## config.mk

```make
export PLATFORM = sky130hd
export DESIGN_NAME = my_cpu16_ctrl
export DESIGN_NICKNAME = d
export VERILOG_FILES = /design/src/rtl/my_cpu16_ctrl.sv
export SDC_FILE = /design/constraint.sdc
export NUM_CORES = 1
export LEC_CHECK = 0
export BUFFER_PORTS_ARGS = -buffer_cell sky130_fd_sc_hd__buf_2
export CAP_MARGIN = 15
export CORE_MARGIN = 2
export CORE_UTILIZATION = 40
export CTS_CLUSTER_SIZE = 12
export DETAILED_ROUTE_END_ITERATION = 10
export GPL_ROUTABILITY_DRIVEN = 0
export PLACE_DENSITY = 0.78
export SLEW_MARGIN = 20
export SYNTH_ARGS = -nofsm -noshare
export SYNTH_HDL_FRONTEND = slang
export SYNTH_SLANG_ARGS = --single-unit
```

## constraint.sdc

```tcl
create_clock -name CK -period 4.4 [get_ports CK]
set_input_delay 1.32 -clock CK [delete_from_list [all_inputs] [get_ports CK]]
set_output_delay 1.32 -clock CK [all_outputs]
set_load 0.02 [all_outputs]
```

## src/rtl/my_cpu16_ctrl.sv

```systemverilog
// Multi-cycle control sequencer for the 16-bit CPU datapath.
// Fetches a 16-bit instruction as two byte reads (high byte first), decodes it,
// then issues a single EXEC cycle carrying the register write and ALU selects.
module my_cpu16_ctrl #(
  parameter logic [15:0] PC_RESET = 16'h0000
) (
  input  logic        CK,
  input  logic        RST,
  input  logic        RUN,
  input  logic        STEP,
  output logic        MEM_REQ,
  output logic [15:0] MEM_ADDR,
  input  logic        MEM_ACK,
  input  logic [7:0]  MEM_RDATA,
  output logic [15:0] IR,
  output logic [15:0] PC,
  output logic [3:0]  REG_N1,
  output logic [3:0]  REG_N2,
  output logic [3:0]  REG_WN,
  output logic        REG_WE,
  output logic        S_SUB,
  output logic        S_FAS,
  output logic        S_AND,
  output logic        S_OR,
  output logic        S_XOR,
  output logic        S_NOT,
  output logic        SEL_IMM,
  output logic [15:0] IMM,
  output logic        SEL_LDIN,
  output logic        HALTED,
  output logic        ILLEGAL
);

  typedef enum logic [2:0] {
    ST_IDLE, ST_FETCH0, ST_FETCH1, ST_DECODE, ST_EXEC, ST_HALT
  } state_t;

  state_t      state, state_nxt;
  logic [15:0] ir_q, pc_q;
  logic        step_q, illegal_q;
  logic        step_rise;

  // instruction decode, straight from the IR
  logic [3:0] opc, funct;
  logic is_alu, op_add, op_sub, op_and, op_or, op_xor, op_not;
  logic op_addi, op_ldin, op_halt, op_valid;

  assign opc     = ir_q[15:12];
  assign funct   = ir_q[7:4];
  assign is_alu  = (opc == 4'b0000);
  assign op_add  = is_alu && (funct == 4'b1010);
  assign op_sub  = is_alu && (funct == 4'b0010);
  assign op_and  = is_alu && (funct == 4'b1100);
  assign op_or   = is_alu && (funct == 4'b1110);
  assign op_xor  = is_alu && (funct == 4'b1101);
  assign op_not  = is_alu && (funct == 4'b1011);
  assign op_addi = (opc == 4'b0100);
  assign op_ldin = (opc == 4'b0010);
  assign op_halt = (opc == 4'b1111);
  assign op_valid = op_add | op_sub | op_and | op_or | op_xor | op_not | op_addi | op_ldin;

  // a STEP edge only matters in IDLE; elsewhere it simply goes unseen
  assign step_rise = STEP && !step_q;

  // state, IR, PC and status registers; reset wins in every state
  always_ff @(posedge CK) begin
    if (RST) begin
      state     <= ST_IDLE;
      ir_q      <= 16'h0000;
      pc_q      <= PC_RESET;
      step_q    <= 1'b0;
      illegal_q <= 1'b0;
    end else begin
      state  <= state_nxt;
      step_q <= STEP;
      if (state == ST_FETCH0 && MEM_ACK) ir_q[15:8] <= MEM_RDATA;
      if (state == ST_FETCH1 && MEM_ACK) begin
        ir_q[7:0] <= MEM_RDATA;
        pc_q      <= pc_q + 16'd2;
      end
      if (state == ST_DECODE && !op_valid && !op_halt) illegal_q <= 1'b1;
    end
  end

  // next-state selection
  always_comb begin
    state_nxt = state;
    case (state)
      ST_IDLE:   if (RUN || step_rise) state_nxt = ST_FETCH0;
      ST_FETCH0: if (MEM_ACK) state_nxt = ST_FETCH1;
      ST_FETCH1: if (MEM_ACK) state_nxt = ST_DECODE;
      ST_DECODE: state_nxt = op_valid ? ST_EXEC : ST_HALT;
      ST_EXEC:   state_nxt = RUN ? ST_FETCH0 : ST_IDLE;
      ST_HALT:   state_nxt = ST_HALT;
      default:   state_nxt = ST_IDLE;
    endcase
  end

  // memory handshake and EXEC-only datapath controls
  always_comb begin
    MEM_REQ  = 1'b0;
    MEM_ADDR = 16'h0000;
    REG_WE   = 1'b0;
    S_SUB    = 1'b0;
    S_FAS    = 1'b0;
    S_AND    = 1'b0;
    S_OR     = 1'b0;
    S_XOR    = 1'b0;
    S_NOT    = 1'b0;
    SEL_IMM  = 1'b0;
    SEL_LDIN = 1'b0;
    case (state)
      ST_FETCH0: begin
        MEM_REQ  = 1'b1;
        MEM_ADDR = pc_q;
      end
      ST_FETCH1: begin
        MEM_REQ  = 1'b1;
        MEM_ADDR = pc_q + 16'd1;
      end
      ST_EXEC: begin
        REG_WE   = 1'b1;
        S_FAS    = op_add | op_sub | op_addi;
        S_SUB    = op_sub;
        S_AND    = op_and;
        S_OR     = op_or;
        S_XOR    = op_xor;
        S_NOT    = op_not;
        SEL_IMM  = op_addi;
        SEL_LDIN = op_ldin;
      end
      default: ;
    endcase
  end

  assign IR      = ir_q;
  assign PC      = pc_q;
  assign REG_N1  = ir_q[11:8];
  assign REG_N2  = ir_q[3:0];
  assign REG_WN  = ir_q[11:8];
  assign IMM     = {{8{ir_q[7]}}, ir_q[7:0]};
  assign HALTED  = (state == ST_HALT);
  assign ILLEGAL = illegal_q;

endmodule

```

==> results.toml <==
[status]
status = "finished, final reports clean"

[clock_network]
cts_tree = "yes"
cts_buffer_depth = 2
cts_setup_buffers = 0
cts_resized = 0
htreeDepth = 2
cts_hold_buf = 0
clkLatencyLatePin_ns = 0.28
clkSinkCount = 36
clk_pin_slew_ns = 0.07
cts_buffers = 5
clockRootBuffer = "clkbuf_8"

[placement]
place.detailed.hpwl_um = 3310
place_area_um2 = 2370
io_buffers = 99

[drt]
via_per_inst = 4.87
ant_nets = 0
wl_per_cell_um = 12.0
via_count = 1837
drt-initial-drc-count = 69
post-route-drc-count = 0
wl_um = 4540
dr.pass1.iters = 4

[final_layout]
design_area_um2 = 2450
fillerInstances = 463
post_route_cells_drive_above_1_share_pct = 36.8
antenna-diode-count = 0
syn_to_final_growth_pct = 20.5
fin_nets = 324

[critical_path]
critical-path-top-delay-family = "simple AND/OR/NAND/NOR gates"
cp.arrival_ns = 1.99
slowest_stage = "dfxtp_1"
critPathRequiredTime_ns = 3.08
cp.depth = 4
critPathMaxStageDelay_ns = 0.63
worst_r2r_path_depth = 4
path_max_fanout = 15
endpoint_kind = "output pin"
regToRegSetupSlack_ns = 2.28
criticalPathCategory = "flip-flop to output pin"
cp-start-kind = "flip-flop"
path_cells = "xnor2_1 > nor2_1 > and2_1 > buf_2"
worst-path-buf-inv = 1

[timing]
setup_viol = 0
tns_ns = 0
maxSlewHeadroom_pct = 52.8
worst_pin_slew_ns = 0.708
hold_viol_final = 0
finalCritPeriodShare_pct = 75.3
period_minus_slack_ns = 3.31
finalClockSkew_ns = 0.00754
final_max_slew_viol_count = 0
fmax_mhz = 302
rsz0062_at_grt = "no"

[global_route]
antenna_found_initial = 0
grt_max_degree = 41
grt_first_pass_wirelength_um = 6950
track_usage_pct = 16.1
grt-ovfl-total = 0
grt_pass1_vias = 1519

[logic_synthesis]
yosysSeqAreaShare_pct = 35.5
synthArstFlopShare_pct = 0
syn_area_per_cell_um2 = 8.36
synth.cells.most_frequent = "dfxtp_1 (36), buf_4 (29), nor2_1 (26), nand2_1 (24), and2_1 (15)"
synth_cells = 243
synth_enable_flop_cells = 0
yosys_register_bits = 36
syn_area_um2 = 2030
synth_top_area_cell = "dfxtp_1"
syn-num-nets = 257
synth_ff_type = "dfxtp_1"
yosysMostFrequentCell = "dfxtp_1"
synth_top_cell_area_share_pct = 35.5
synth_warnings = 0
synth.distinct_cells = 45
synthTopCellsByArea = "dfxtp_1 (35%), buf_4 (11%), nor2_1 (4.8%)"

[die]
die_area_um2 = 5670
chipWidth_um = 75.3
die_y_um = 75.3
core_area_um2 = 4820
rows = 25
initial_utilization_pct = 42.2
io_pins = 101

[worst_hold_path]
holdPathStages = 2
hold_class = "flip-flop to flip-flop"

[power]
p_total_mw = 0.676
cellPowerDensity_nw_per_um2 = 276
p_leak_nw = 1.19
peakVddDrop_v = 0.000144

[flow_run]
maxCapViolCount = 0
sequential cells by signal, indices dropped and copies added (netlist names):
signal,flops
IR,16
PC,15
state,3
ILLEGAL,1
step_q,1
final timing paths:
kind / start / to
setup / recovery: state[1] / MEM_ADDR[2]
hold / removal: IR[3] / IR[3]
setup reg to reg: state[1] / PC[12]
hold reg to reg: IR[3] / IR[3]
per-stage QoR:
stage | setup WS (ns) | util, % | hold slack, ns | cells
after CTS | 1.04 | 50.8 | 0.482 | 377
after global placement | 1.44 | 49.2 | 0.459 | 370
final | 1.09 | 50.8 | 0.480 | 377
after detailed placement | 1.36 | 49.2 | 0.463 | 370
after floorplan | 1.31 | - | 0.558 | 243
after global routing | 0.884 | 50.8 | 0.497 | 377
cell families after synthesis:
family,share of synthesized area (%)
other,0.185
and+or+nand+nor,32.0
AOI/OAI and AO/OA,8.13
adders and majority gates,0.616
xor gates and xnor gates,4.31
buffers and inverters,13.5
DFF,35.5
muxes,5.79
cell usage in the layout, fill, tap and decap left out, drive strengths merged, types with 4 or more instances in the layout:
cell / count
nor3: 5
nand3: 8
nor3b: 8
and3: 4
xor2: 4
clkbuf: 6
mux2i: 8
nor2: 26
nand4: 4
and2: 15
xnor2: 6
nor2b: 5
dfxtp: 36
buf: 101
nand2: 24
a21oi: 12
layout make-up:
class | instances | area [um2] | area share (%)
Clock buffer | 6 | 72.6 | 2.96
Inverter | 2 | 7.51 | 0.307
Clock inverter | 1 | 5.00 | 0.204
Multi-Input combinational cell | 164 | 1050 | 42.8
Timing Repair Buffer | 101 | 510 | 20.8
Sequential cell | 36 | 721 | 29.4
Tap cell | 67 | 83.8 | 3.42
layer usage:
metal / global-route usage, % / up-vias / part of all wire (%)
met3: 4.15 / 7 / 4.9
met5: 0 / - / 0
met2: 26.3 / 56 / 48
met4: 6.82 / 0 / 1.5
met1: 20.0 / 842 / 46
li1: - / 932 / -
worst min-delay path: cells and delay by family, from the launching register on:
| family | cells | cell delay [ns] |
|---|---|---|
| compound gates | 1 | 0.05 |
| flops | 1 | 0.32 |
| simple gates | 1 | 0.06 |
power breakdown:
part	total (mW)	switching [mW]	internal [mW]
sequential	0.354	0.0184	0.336
combinational	0.104	0.0644	0.0399
clock	0.218	0.111	0.108
total	0.676	0.193	0.483
Note: power is estimated with default switching activity, not from simulation.
